<file path="config.mk">
export PLATFORM = sky130hd
export DESIGN_NAME = mem_port_arbiter
export DESIGN_NICKNAME = d
export VERILOG_FILES = /design/src/rtl/mem_port_arbiter.sv
export SDC_FILE = /design/constraint.sdc
export NUM_CORES = 1
export LEC_CHECK = 0
export ABC_AREA = 1
export BUFFER_PORTS_ARGS = -buffer_cell sky130_fd_sc_hd__buf_4
export CORE_ASPECT_RATIO = 2
export CORE_MARGIN = 5
export CORE_UTILIZATION = 42
export CTS_BUF_LIST = sky130_fd_sc_hd__clkbuf_4
export CTS_CLUSTER_DIAMETER = 30
export DETAILED_ROUTE_END_ITERATION = 12
export GPL_TIMING_DRIVEN = 0
export PLACE_DENSITY = 0.73
export SETUP_SLACK_MARGIN = 0.15
export SYNTH_ARGS = -nofsm -noshare
export SYNTH_HDL_FRONTEND = slang
export SYNTH_SLANG_ARGS = --single-unit
</file>
<file path="constraint.sdc">
create_clock -name clk -period 4.27 [get_ports clk]
set_input_delay 0.427 -clock clk [delete_from_list [all_inputs] [get_ports clk]]
set_output_delay 0.427 -clock clk [all_outputs]
set_load 0.01 [all_outputs]
</file>
<file path="src/rtl/mem_port_arbiter.sv">
// Two-requester main-memory port arbiter (instruction fetch vs. data access) with fixed-latency tracking.
// Optional build macro MEM_ARB_RR_EN selects round-robin tie-breaking instead of fixed data priority.
module mem_port_arbiter #(
  parameter int ADDR_W      = 32,
  parameter int DATA_W      = 32,
  parameter int MEM_LATENCY = 1
) (
  input  logic              clk,
  input  logic              reset,
  input  logic              i_req,
  input  logic [ADDR_W-1:0] i_addr,
  output logic [DATA_W-1:0] i_rdata,
  output logic              i_valid,
  input  logic              d_req,
  input  logic              d_we,
  input  logic [ADDR_W-1:0] d_addr,
  input  logic [DATA_W-1:0] d_wdata,
  output logic [DATA_W-1:0] d_rdata,
  output logic              d_valid,
  output logic [ADDR_W-1:0] m_addr,
  output logic [DATA_W-1:0] m_data_i,
  output logic              m_data_en,
  output logic              m_write_en,
  input  logic [DATA_W-1:0] m_data_o,
  output logic              busy,
  output logic              owner
);

  localparam int CNT_W = (MEM_LATENCY > 1) ? $clog2(MEM_LATENCY) : 1;

  typedef enum logic [1:0] {
    S_IDLE  = 2'd0,
    S_ISSUE = 2'd1,
    S_WAIT  = 2'd2,
    S_RESP  = 2'd3
  } state_t;

  state_t              state_q, state_d;
  logic [CNT_W-1:0]    cnt_q, cnt_d;
  logic [ADDR_W-1:0]   addr_q, addr_d;
  logic [DATA_W-1:0]   wdata_q, wdata_d;
  logic                we_q, we_d;
  logic                owner_q, owner_d;
  logic [DATA_W-1:0]   i_rdata_q, i_rdata_d;
  logic [DATA_W-1:0]   d_rdata_q, d_rdata_d;
  logic                grant;

`ifdef MEM_ARB_RR_EN
  logic                rr_q, rr_d;

  // Pointer names the last served requester; on a tie the other one wins.
  always_comb begin
    grant = d_req;
    if (i_req && d_req) begin
      grant = ~rr_q;
    end
  end

  always_ff @(posedge clk or posedge reset) begin
    if (reset) begin
      rr_q <= 1'b0;
    end else begin
      rr_q <= rr_d;
    end
  end
`else
  always_comb begin
    grant = d_req;
  end
`endif

  always_ff @(posedge clk or posedge reset) begin
    if (reset) begin
      state_q   <= S_IDLE;
      cnt_q     <= '0;
      addr_q    <= '0;
      wdata_q   <= '0;
      we_q      <= 1'b0;
      owner_q   <= 1'b0;
      i_rdata_q <= '0;
      d_rdata_q <= '0;
    end else begin
      state_q   <= state_d;
      cnt_q     <= cnt_d;
      addr_q    <= addr_d;
      wdata_q   <= wdata_d;
      we_q      <= we_d;
      owner_q   <= owner_d;
      i_rdata_q <= i_rdata_d;
      d_rdata_q <= d_rdata_d;
    end
  end

  always_comb begin
    state_d   = state_q;
    cnt_d     = cnt_q;
    addr_d    = addr_q;
    wdata_d   = wdata_q;
    we_d      = we_q;
    owner_d   = owner_q;
    i_rdata_d = i_rdata_q;
    d_rdata_d = d_rdata_q;
`ifdef MEM_ARB_RR_EN
    rr_d      = rr_q;
`endif
    case (state_q)
      S_IDLE: begin
        if (i_req || d_req) begin
          owner_d = grant;
`ifdef MEM_ARB_RR_EN
          rr_d    = grant;
`endif
          if (grant) begin
            addr_d  = d_addr;
            wdata_d = d_wdata;
            we_d    = d_we;
          end else begin
            addr_d  = i_addr;
            we_d    = 1'b0;
          end
          state_d = S_ISSUE;
        end
      end
      S_ISSUE: begin
        cnt_d   = CNT_W'(MEM_LATENCY - 1);
        state_d = S_WAIT;
      end
      S_WAIT: begin
        if (cnt_q == '0) begin
          // A completed write reports zero read data to the data side.
          if (owner_q) begin
            d_rdata_d = we_q ? '0 : m_data_o;
          end else begin
            i_rdata_d = m_data_o;
          end
          state_d = S_RESP;
        end else begin
          cnt_d = cnt_q - 1'b1;
        end
      end
      S_RESP: begin
        state_d = S_IDLE;
      end
      default: begin
        state_d = S_IDLE;
      end
    endcase
  end

  // Memory strobes and completion pulses come from registered state only.
  assign m_data_en  = (state_q == S_ISSUE);
  assign m_write_en = (state_q == S_ISSUE) && we_q;
  assign m_addr     = addr_q;
  assign m_data_i   = wdata_q;
  assign i_valid    = (state_q == S_RESP) && !owner_q;
  assign d_valid    = (state_q == S_RESP) && owner_q;
  assign i_rdata    = i_rdata_q;
  assign d_rdata    = d_rdata_q;
  assign busy       = (state_q != S_IDLE);
  assign owner      = owner_q;

endmodule

</file>
# Word level (Yosys, flattened, before mapping)
# Cells that the tools add are included.
# word_totals
reg_bits,133
input_bits,133
output_inout_bits,134
elab_cells,37
# classes
add_sub_neg,1
n_eq_ne,5
muxes,8
bitwise_logic,2
reduce_logical,13
# op_table
cell,n
two-way mux 32 bit,2
AND reduction 3 bit,3
one-hot mux 2 bit (4 select lines),1
"== test 2 bit, second input constant",2
two-way mux 2 bit,2
"inequality test 2 bit, second input constant",2
AND reduction 2 bit,2
nonzero test 2 bit,2
logical AND 1 bit,3
"== test 2 x 1 -> 1 bit, second input constant",1
zero test 2 bit,1
two-way mux 1 bit,2
inverter 1 bit,2
one-hot mux 1 bit (2 select lines),1
zero test 1 bit,1
logical OR 1 bit,1
"subtractor 1 bit, second input constant",1

# Logic depth before layout (Yosys ltp)
# Gate-level depths: netlist of the first run.
# depth
ltp_word,3
depth_mapped,8
depth_no_buf,6

# Least setup slack after synthesis of the first run
# No wires, ideal clock.
# synth_timing
path_kind,register -> register
from,register state_q[0]
to,"register wdata_q[0], in the netlist m_data_i[0]"
setup_ps,116
t_arrival_ps,1198
required_ps,4154
slack_ps,2955
path_stages_with_launch,9
path_buffers,2
synth_period_minus_slack_ps,1315
cell_sequence,dfrtp_1 > inv_1 > ha_1 > buf_4 > nand2_2 > inv_2 > buf_4 > nand2_1 > nand2_1
# synth_via
elab_chain_cells,2
# synth_rtl
element,line_no,rtl
"start, declared",38,"state_t state_q, state_d;"
"start signal, assigned",83,state_q <= state_d;
zero test 2 bit,106,case (state_q)
AND reduction 3 bit (no line),--,
"end signal, assigned",86,wdata_q <= wdata_d;
"end, declared",41,"logic [DATA_W-1:0] wdata_q, wdata_d;"
# Every way passes these cells.
# A chain may end at the register's enable or synchronous reset.

# Final worst setup path of the first run
# layout_timing
from,register state_q[0]
to,output port busy
# layout_via
elab_chain_cells,1
# layout_rtl
element,line_no,rtl
nonzero test 2 bit,159,assign busy = (state_q != S_IDLE);
"end, declared",25,"output logic busy,"
# Every way passes these cells.

==> results of run 1 <==
cells in the final DEF (no fill, tap or decap), drive strengths merged:
cell type | netlist | routed
buf | 33 | 299
bufinv | 0 | 4
clkbuf | 6 | 24
clkinv | 0 | 6
clkinvlp | 0 | 2
dfrtp | 132 | 132
dlygate4sd3 | 0 | 1
ha | 5 | 5
inv | 11 | 12
nand2 | 431 | 431
nand3 | 34 | 34
nor2 | 3 | 3
o21ai | 33 | 33
or2 | 1 | 1
power breakdown:
| part | internal [µW] | switching, µW |
|---|---|---|
| logic | 1260 | 1480 |
| registers | 1840 | 356 |
| clock network | 469 | 461 |
| total | 3560 | 2300 |
worst max-delay path, cell delays in order, from the launching register on:
cell and delay, ns:
dfrtp_1 0.41, inv_1 0.10, ha_1 0.20, buf_4 0.16, inv_2 0.08, buf_4 0.13
layer usage:
metal / wire length (µm) / vias to the layer above / GRT usage
met4: 177 / 0 / 0.0521
li1: - / 2675 / -
met3: 1720 / 13 / 0.0864
met2: 8060 / 237 / 0.353
met5: 0 / - / 0
met1: 6840 / 2546 / 0.264
cell usage after synthesis, drive strengths merged:
cell type  number  area share
inv            11      0.0073
ha              5       0.011
or2             1      0.0011
nand3          34       0.030
nor2            3      0.0047
clkbuf          6      0.0040
o21ai          33       0.031
nand2         431        0.29
dfrtp         132        0.59
buf            33       0.036
logic make-up after synthesis:
kind of cell | after synthesis | synth area share
compound gates | 33 | 0.0313
buf+inv | 50 | 0.0471
fa+ha+maj | 5 | 0.0111
simple gates | 469 | 0.324
flops | 132 | 0.586
area by class of cell:
class | instances | area share
Buffer | 39 | 0.0274
Clock buffer | 18 | 0.0165
Clock inverter | 13 | 0.0225
Inverter | 11 | 0.00566
Multi-Input combinational cell | 507 | 0.253
Sequential cell | 132 | 0.404
Tap cell | 155 | 0.0237
Timing Repair Buffer | 267 | 0.248
metrics by stage:
stage	area (µm²)	cells	util	TNS, ns
CTS	8180	1142	0.616	0
global route	8180	1142	0.616	0
finish	8180	1142	0.616	0
detailed placement	7850	1110	0.591	0
floorplan	5640	689	-	0
global placement	7820	1109	0.588	-155.38
worst max-delay path by stage:
stage | startpoint | end | depth (start not counted)
5_1_grt | state_q[0]$_DFFE_PP0P_ | busy | 5
3_3_place_gp | reset | i_rdata[16]$_DFFE_PP0P_ | 2
4_1_cts | state_q[0]$_DFFE_PP0P_ | busy | 5
6_report | state_q[0]$_DFFE_PP0P_ | busy | 5
2_1_floorplan | reset | d_rdata[0]$_DFFE_PP0P_ | 1
3_5_place_dp | state_q[0]$_DFFE_PP0P_ | i_rdata[9]$_DFFE_PP0P_ | 6
sequential cells by signal, summed over array words and instances, names as in the netlist:
signal and count:
we_q 1, i_rdata 32, m_data_i 32, m_addr 32, state_q 2, owner 1, d_rdata 32
==> metrics.md, run 1 <==
| Metric | Value |
|---|---|
| Clk slew on worst S/H paths | ~0.13 ns |
| Hold WC Path Type | in -> reg |
| R2R setup slack | 2.68 ns |
| Residual DRC | 0 |
| Crit. End Element | primary output |
| Routed vias/inst | ~4.8 |
| Fill count | 1,231 |
| Worst Min Path Start | d_wdata[5] |
| TritonRoute pass-1 iters | 4 |
| Sequential area share after synthesis | 0.586 |
| Hold depth | 3 |
| Outcome | finished clean |
| Crit-path max FO | 6 |
| Synthesized cell area | 0.00564 mm² |
| Total chip power | 5860 µW |
| Max Root-Sink Buffers | 2 |
| R2R Path End | i_rdata[9]$_DFFE_PP0P_ |
| Syn. warnings | 0 |
| Max-slew violation count | 0 |
| I/O pins | approximately 270 |
| Core Area | 0.0133 mm² |
| Post-synthesis cell type count | 18 |
| Min setup slack post-route | ~2.3 ns |
| Final ANT Viol Nets | 0 |
| Initial antenna violation count | 0 |
| # nets final | approximately 1,100 |
| Worst hold slack | 0.110 ns |
| Post-cts gate resize count | 0 |
| Clk Latency, worst-skew pair | ~0.50 ns |
| CP Data Arrival Time | roughly 1.6 ns |
| Area grow syn2layout | 45.2% |
| Vias in the first global route | roughly 5,600 |
| Finish-stage setup viols | 0 |
| RR Startpoint | state_q[0]$_DFFE_PP0P_ |
| RSZ-0062 raised after global routing | false |
| Total Die Area | about 0.016 mm² |
| Vias | around 5,500 |
| PortBufs | between 200 and 300 |
| Maximum clock frequency | 503 MHz |
| FF-to-FF path depth | 6 |
| FF/Latch Area | ~0.0033 mm² |
| Post-CTS Setup Repair Bufs | 0 |
| Place WS | roughly 2.6 ns |
| Average size of a mapped cell | approximately 8 µm² |
| 1st-iter DRT viols | 178 |
| Min Clock Period, post-route | approximately 2.0 ns |
| Worst-Margin Slew | ~0.64 ns |
| ANT cells | 0 |
| Worst rel slew slack | 0.570 |
| Hold Crit Endpoint | m_data_i[5]$_DFFE_PP0P_ |
| Die Ht | 174 µm |
| Final period util | 0.465 |
| WL final | 16,800 µm |
| First-pass GRT wire length | ~28,000 µm |
| CTS Hold Bufs | 1 |
| WS Path Type | reg -> out |
| WP data required | roughly 3.8 ns |
| DR WL/cell | 14.7 µm |
| Final Wtd Congestion | slightly above 0.8 |
| Hold Vio Cnt, Final | 0 |
| Layout cell share with drive strength beyond 1 | 0.344 |
| DPL Wire Length | between 10,000 and 15,000 µm |
| CTS Buf Count | 17 |
| Sink Count | between 100 and 150 |
| CTS tree | yes |
| Multi-input logic area | between 0.002 and 0.0025 mm² |
| Register bit total from synthesis | about 130 |
| Initial Util | 0.424 |
| # rows | 60 |
| Max cap viols | 0 |
| H-tree depth | 4 |
| Critical path launch point type | register |
| Worst IR drop on VDD | 0.000443 V |
| Remaining Overflow, GRT | 0 |
| Post-synthesis cell count | between 600 and 700 |
| Overall routing resource usage | 0.215 |
| Pwr dens | about 720 mW/mm² |
| Largest net degree at the start of global routing | 69 |
| Clock Skew | 0.0287 ns |
| Die width | about 92 µm |
| Static leakage | roughly 0.0047 µW |
| Clk root buf | clkbuf_4 |
| Synthesized Nets | roughly 830 |
(Power assumes the default switching activity.)
==> inputs of run 2 (changes only) <==
clock period = 2 ns   (was 4.27 ns; I/O delays follow)
==> run 2 against run 1 <==
Sequential power is 110% higher. Combinational power rose by 130%. Largest cell class is now buffers. Die area is the same. Sequential share of layout area shrank 5.7 points. Critical path type is now in -> reg. Clock power rose by 100%. Core utilization is 10 points higher. Worst hold slack got worse by 0.019 ns. Register-to-register slack worse by 2.4 ns. Non-clock buffer count rose by 136. Setup slack got worse by 2.0 ns. First-iteration DRC count increased by 34%.
==> metrics.md, run 2 (same netlist as run 1, synthesis figures left out) <==
| Metric | Value |
|---|---|
| Outcome | finished clean |
| Layout cell share with drive strength beyond 1 | 0.309 (-0.0358) |
| CTS Buf Count | 17 (unchanged) |
| Core Area | 0.0133 mm² (unchanged) |
| Final cell count without fillers | 1,279 (+12%) |
| Vias | 6,156 (+13%) |
| ANT cells | 0 (unchanged) |
| Die Ht | 174 µm (unchanged) |
| Final ANT Viol Nets | 0 (unchanged) |
| Static leakage | 0.00530 µW (+12%) |
| Final period util | 0.874 |
| WP data required | 2.41 ns (-1.43 ns) |
| Crit. End Element | register |
| Total chip power | 12,800 µW (+120%) |
| # nets final | 1,249 (+12%) |
| CP Data Arrival Time | 2.16 ns (+0.60 ns) |
| Dpl cells | 1,112 (+0.18%) |
| Clk Latency, worst-skew pair | 0.52 ns (+0.02 ns) |
| Final Wtd Congestion | 0.823 (-0.54%) |
| Total Die Area | 0.0160 mm² (unchanged) |
| Hold Vio Cnt, Final | 0 (unchanged) |
| Initial Util | 0.424 (unchanged) |
| Worst rel slew slack | 0.603 (+0.0332) |
| Clk root buf | clkbuf_4 |
| First-pass GRT wire length | 32,100 µm (+16%) |
| Hold WC Path Type | in -> reg |
| Place WS | 0.370 ns (-2.27 ns) |
| Min setup slack post-route | 0.252 ns (-2.03 ns) |
| Pwr dens | 1340 mW/mm² (+88%) |
| Min Clock Period, post-route | 1.75 ns |
| Area grow syn2layout | 69.1% |
| Remaining Overflow, GRT | 0 (unchanged) |
| WS Path Type | in -> reg |
| Initial antenna violation count | 0 (unchanged) |
| Clk slew on worst S/H paths | 0.13 ns (about the same) |
| CTS tree | yes |
| Largest net degree at the start of global routing | 43 (-38%) |
| Commonest non-fill, non-tap cell in the layout | nand2_1 |
| Max-slew violation count | 0 (unchanged) |
| # rows | 60 (unchanged) |
| RSZ-0062 raised after global routing | true |
| Die width | 91.9 µm (unchanged) |
| Fin util | 0.717 (+0.102) |
| Critical path launch point type | input pin |
| PortBufs | 265 (unchanged) |
| I/O pins | 267 (unchanged) |
| Clock Skew | 0.0200 ns (-0.00875 ns) |
| Sink Count | 132 (unchanged) |
| Crit-path max FO | 1 (-5) |
| Worst IR drop on VDD | 0.000787 V (+78%) |
| Worst-Margin Slew | 0.594 ns (-0.0511 ns) |
| H-tree depth | 4 (unchanged) |
| Residual DRC | 0 (unchanged) |
| 1st-iter DRT viols | 238 (+34%) |
| Routed vias/inst | 4.81 (+0.47%) |
| Max Root-Sink Buffers | 2 (unchanged) |
| DPL Wire Length | 12,900 µm (-0.26%) |
| Vias in the first global route | 6,525 (+17%) |
| Overall routing resource usage | 0.250 (+0.0352) |
| Finish-stage setup viols | 0 (unchanged) |
| DR WL/cell | 15.3 µm (+4.2%) |
| WL final | 19,600 µm (+17%) |
| Max cap viols | 0 (unchanged) |
| TritonRoute pass-1 iters | 5 (+1) |
| Commonest non-fill, non-tap cells in the layout | nand2_1 (428), buf_4 (272), dlygate4sd3_1 (133), dfrtp_1 (132), nand3_1 (34) |
| Maximum clock frequency | roughly 570 MHz |
[run 2: final cells by class]
class	count	area [µm²]
timing repair buffer	403	3400
sequential	132	3300
tap	155	194
inverter	11	45.0
multi-input combinational	507	2070
fill	987	3760
buffer	39	224
clock inverter	15	173
clock buffer	17	128
[run 2: metal layers]
layer | up-vias | routed length, µm | share of wire | global-route usage
met4 | 0 | 771 | 0.039 | 0.109
met3 | 61 | 1950 | 0.099 | 0.0938
met1 | 2837 | 7430 | 0.38 | 0.296
met5 | - | 0 | 0 | 0
met2 | 292 | 9450 | 0.48 | 0.404
li1 | 2966 | - | - | -
[run 2: timing repair]
action	in CTS	in global routing
endpoints found under the setup margin	1	3
gates resized for setup	0	2
hold buffers	132	1
buffers inserted	1	1
endpoints found under the hold margin	151	1
pin swaps	0	0
[run 2: through the flow]
step	hold WS, ns	setup TNS [ns]	area, µm²
floorplan	0.310	0	5640
global placement	0.392	-91.34	7820
detailed placement	0.303	0	7880
CTS	0.00198	0	9510
global route	0.0587	0	9530
finish	0.0907	0	9530
[run 2: power by group]
group | internal [µW] | leakage [µW] | switching [µW] | total (µW)
logic | 2920 | 0.00350 | 3300 | 6220
registers | 3920 | 0.00165 | 778 | 4700
clock network | 781 | 0.000153 | 1110 | 1890
total | 7620 | 0.00530 | 5190 | 12800
[run 2: worst paths after layout]
kind / from / end / slack, ns / cells after the start
max in group asynchronous: reset / d_rdata[13]$_DFFE_PP0P_ / 1.08 / 4
worst min-delay path: d_req / m_addr[28]$_DFFE_PP0P_ / 0.09 / 4
worst max-delay path: i_addr[29] / m_addr[29]$_DFFE_PP0P_ / 0.25 / 8
min in group asynchronous: reset / m_data_i[2]$_DFFE_PP0P_ / 0.31 / 3
worst min register to register: i_rdata[9]$_DFFE_PP0P_ / i_rdata[9]$_DFFE_PP0P_ / 0.49 / 2
worst max register to register: state_q[0]$_DFFE_PP0P_ / m_addr[29]$_DFFE_PP0P_ / 0.27 / 8
[run 2: critical path: stages]
cell	delay [ns]
dlygate4sd3_1	0.54
buf_4	0.13
nand2_1	0.05
nand2_1	0.04
dlygate4sd3_1	0.55
nand2_1	0.07
nand2_1	0.04
dlygate4sd3_1	0.54
==> inputs of run 3 (changes only) <==
PLACE_DENSITY = 0.76   (was 0.73)
==> run 3 against run 2 <==
Clock-buffer cell count grew 1. Sequential power is essentially flat. Via count grew 1.7%. Clock power is essentially flat. Non-clock buffer count shrank 6. Total power grew 0.63%. Routed wire length grew 4.6%. First-iteration DRC count grew 2.5%. Clock skew shrank 0.0081 ns. Final area shrank 0.68%. Largest cell class unchanged.
==> metrics.md, run 3 (same netlist as run 1, synthesis figures left out) <==
| Metric | Value |
|---|---|
| Worst Min Path Start | i_addr[3] |
| Total Die Area | 0.0160 mm² (unchanged) |
| WP data required | 1.80 ns (-0.61 ns) |
| Worst-Margin Slew | 0.510 ns (-0.0836 ns) |
| R2R setup slack | 0.36 ns (+0.09 ns) |
| Pwr dens | 1360 mW/mm² (+1.3%) |
| Core Area | 0.0133 mm² (unchanged) |
| # rows | 60 (unchanged) |
| Net switching power | 5190 µW (about the same) |
| Vias in the first global route | 6,747 (+3.4%) |
| Outcome | finished clean |
| RR Startpoint | state_q[0]$_DFFE_PP0P_ |
| Commonest non-fill, non-tap cells in the layout | nand2_1 (428), buf_4 (273), dfrtp_1 (132), dlygate4sd3_1 (126), nand3_1 (34) |
| Commonest non-fill, non-tap cell in the layout | nand2_1 |
| Clk Latency, worst-skew pair | 0.51 ns (about the same) |
| Min Clock Period, post-route | 1.74 ns (-0.00511 ns) |
| Worst hold slack | 0.0422 ns (-0.0485 ns) |
| Final ANT Viol Nets | 0 (unchanged) |
| Sequential Power Share | 0.366 (about the same) |
| DR WL/cell | 16.1 µm (+5.1%) |
| RSZ-0062 raised after global routing | true |
| Die width | 91.9 µm (unchanged) |
| PortBufs | 265 (unchanged) |
| Maximum clock frequency | 574 MHz (+0.29%) |
| I/O pins | 267 (unchanged) |
| Sink Count | 132 (unchanged) |
| Worst rel slew slack | 0.660 (+0.0566) |
| Crit. End Element | primary output |
| Layout cell share with drive strength beyond 1 | 0.310 (+0.00104) |
| Clock Skew | 0.0119 ns (-0.00805 ns) |
| Crit-path max FO | 6 (+5) |
| Die Ht | 174 µm (unchanged) |
| Max cap viols | 0 (unchanged) |
| Max-slew violation count | 0 (unchanged) |
| Largest net degree at the start of global routing | 44 (+2.3%) |
| Remaining Overflow, GRT | 0 (unchanged) |
| Residual DRC | 0 (unchanged) |
| Internal | 7710 µW (+1.1%) |
| FF-to-FF path depth | 6 (-2) |
| Area grow syn2layout | 68.0% |
| TritonRoute pass-1 iters | 6 (+1) |
| 1st-iter DRT viols | 244 (+2.5%) |
| CTS tree | yes |
| Overall routing resource usage | 0.260 (+0.0100) |
| Finish-stage setup viols | 0 (unchanged) |
| Vias | 6,261 (+1.7%) |
| Fill count | 944 (-4.4%) |
| Hold depth | 5 (+1) |
| First-pass GRT wire length | 33,400 µm (+3.8%) |
| Hold Vio Cnt, Final | 0 (unchanged) |
| Logic pwr share | 0.488 (+0.003) |
| Routed vias/inst | 4.92 (+2.2%) |
| Crit path launch | state_q[1]$_DFFE_PP0P_ |
| # nets final | 1,243 (-0.48%) |
| Worst IR drop on VDD | 0.000841 V (+6.8%) |
| Clk root buf | clkbuf_4 |
| CTS Buf Count | 17 (unchanged) |
| R2R Path End | i_rdata[20]$_DFFE_PP0P_ |
| Initial antenna violation count | 1 (+1) |
| Final Wtd Congestion | 0.849 (+3.2%) |
| Hold Crit Endpoint | m_addr[3]$_DFFE_PP0P_ |
| Critical path launch point type | register |
| Max Root-Sink Buffers | 2 (unchanged) |
| Final period util | 0.872 (-0.00255) |
| Clk network pwr share | 0.146 (-0.002) |
| Switching share of power | 0.402 (-0.00277) |
| Clk slew on worst S/H paths | 0.11 ns (-0.02 ns) |
| DPL Wire Length | 13,200 µm (+2.1%) |
| H-tree depth | 4 (unchanged) |
| Initial Util | 0.424 (unchanged) |
| CP Data Arrival Time | 1.54 ns (-0.62 ns) |
| WS Path Type | reg -> out |
| Hold WC Path Type | in -> reg |
| Fin util | 0.712 (-0.00490) |
| Static leakage | 0.00526 µW (-0.58%) |
| WL final | 20,500 µm (+4.6%) |
## run 3: cell types whose count changed in the layout (fill, tap and decap cells not counted)
| cell | delta |
|---|---|
| clkbuf_4 | +1 |
| clkinvlp_4 | +1 |
| inv_1 | +1 |
| dlygate4sd3_1 | -7 |
| diode_2 | +1 |
| inv_8 | -3 |
| buf_4 | +1 |
| bufinv_16 | +1 |
| inv_6 | -3 |
| inv_2 | -1 |
| clkinv_2 | +2 |
## run 3: timing repair
action                                  in CTS  in global routing
setup buffers                                1                  2
endpoints found under the hold margin      222                  0
gates cloned                                 0                  0
hold buffers                               126                  0
resized for setup                            0                  1
endpoints found under the setup margin       1                  3
pin swaps                                    0                  0
## run 3: worst max-delay path by stage
stage | to | slack [ns] | depth (start not counted)
2_1_floorplan | d_rdata[0]$_DFFE_PP0P_ | 0.16 | 1
3_3_place_gp | m_addr[10]$_DFFE_PP0P_ | -0.67 | 2
3_5_place_dp | i_rdata[9]$_DFFE_PP0P_ | 0.36 | 6
4_1_cts | busy | 0.17 | 5
5_1_grt | busy | 0.11 | 5
6_report | busy | 0.26 | 5
## run 3: critical path: stages (launching register included)
cell,delay (ns)
dfrtp_1,0.42
inv_1,0.12
ha_1,0.16
buf_4,0.15
inv_2,0.06
buf_4,0.15
## run 3: cell type report
cell class | instances | area, µm² | area share
antenna | 1 | 2.50 | 0.000264
buffer | 39 | 224 | 0.0237
clock buffer | 18 | 135 | 0.0143
clock inverter | 13 | 160 | 0.0169
inverter | 11 | 45.0 | 0.00476
multi-input combinational | 507 | 2070 | 0.219
sequential | 132 | 3300 | 0.349
tap | 155 | 194 | 0.0205
timing repair buffer | 397 | 3330 | 0.352
## run 3: through the flow
stage | std cells | instance area (µm²) | total power [µW] | worst slack (ns) | setup TNS (ns)
3_3_place_gp | 1109 | 7820 | 10500 | -0.673 | -88.21
4_1_cts | 1270 | 9450 | 12800 | 0.170 | 0
5_1_grt | 1273 | 9470 | 13800 | 0.112 | 0
6_report | 1273 | 9470 | 12900 | 0.257 | 0
3_5_place_dp | 1112 | 7880 | 10700 | 0.356 | 0
2_1_floorplan | 689 | 5640 | 7550 | 0.163 | 0
## run 3: power by group through the flow
stage,clock network (µW),logic (µW),registers (µW)
3_3_place_gp,0,5800,4700
5_1_grt,2030,6970,4850
6_report,1890,6290,4720
2_1_floorplan,0,2370,5180
3_5_place_dp,0,5980,4720
4_1_cts,1930,6210,4680
## run 3: metal layers
metal | vias to the layer above | wire length [µm] | track usage
met2 | 329 | 10300 | 0.442
li1 | 2945 | - | -
met5 | - | 0 | 0
met3 | 54 | 1940 | 0.0834
met1 | 2933 | 7620 | 0.300
met4 | 0 | 670 | 0.108
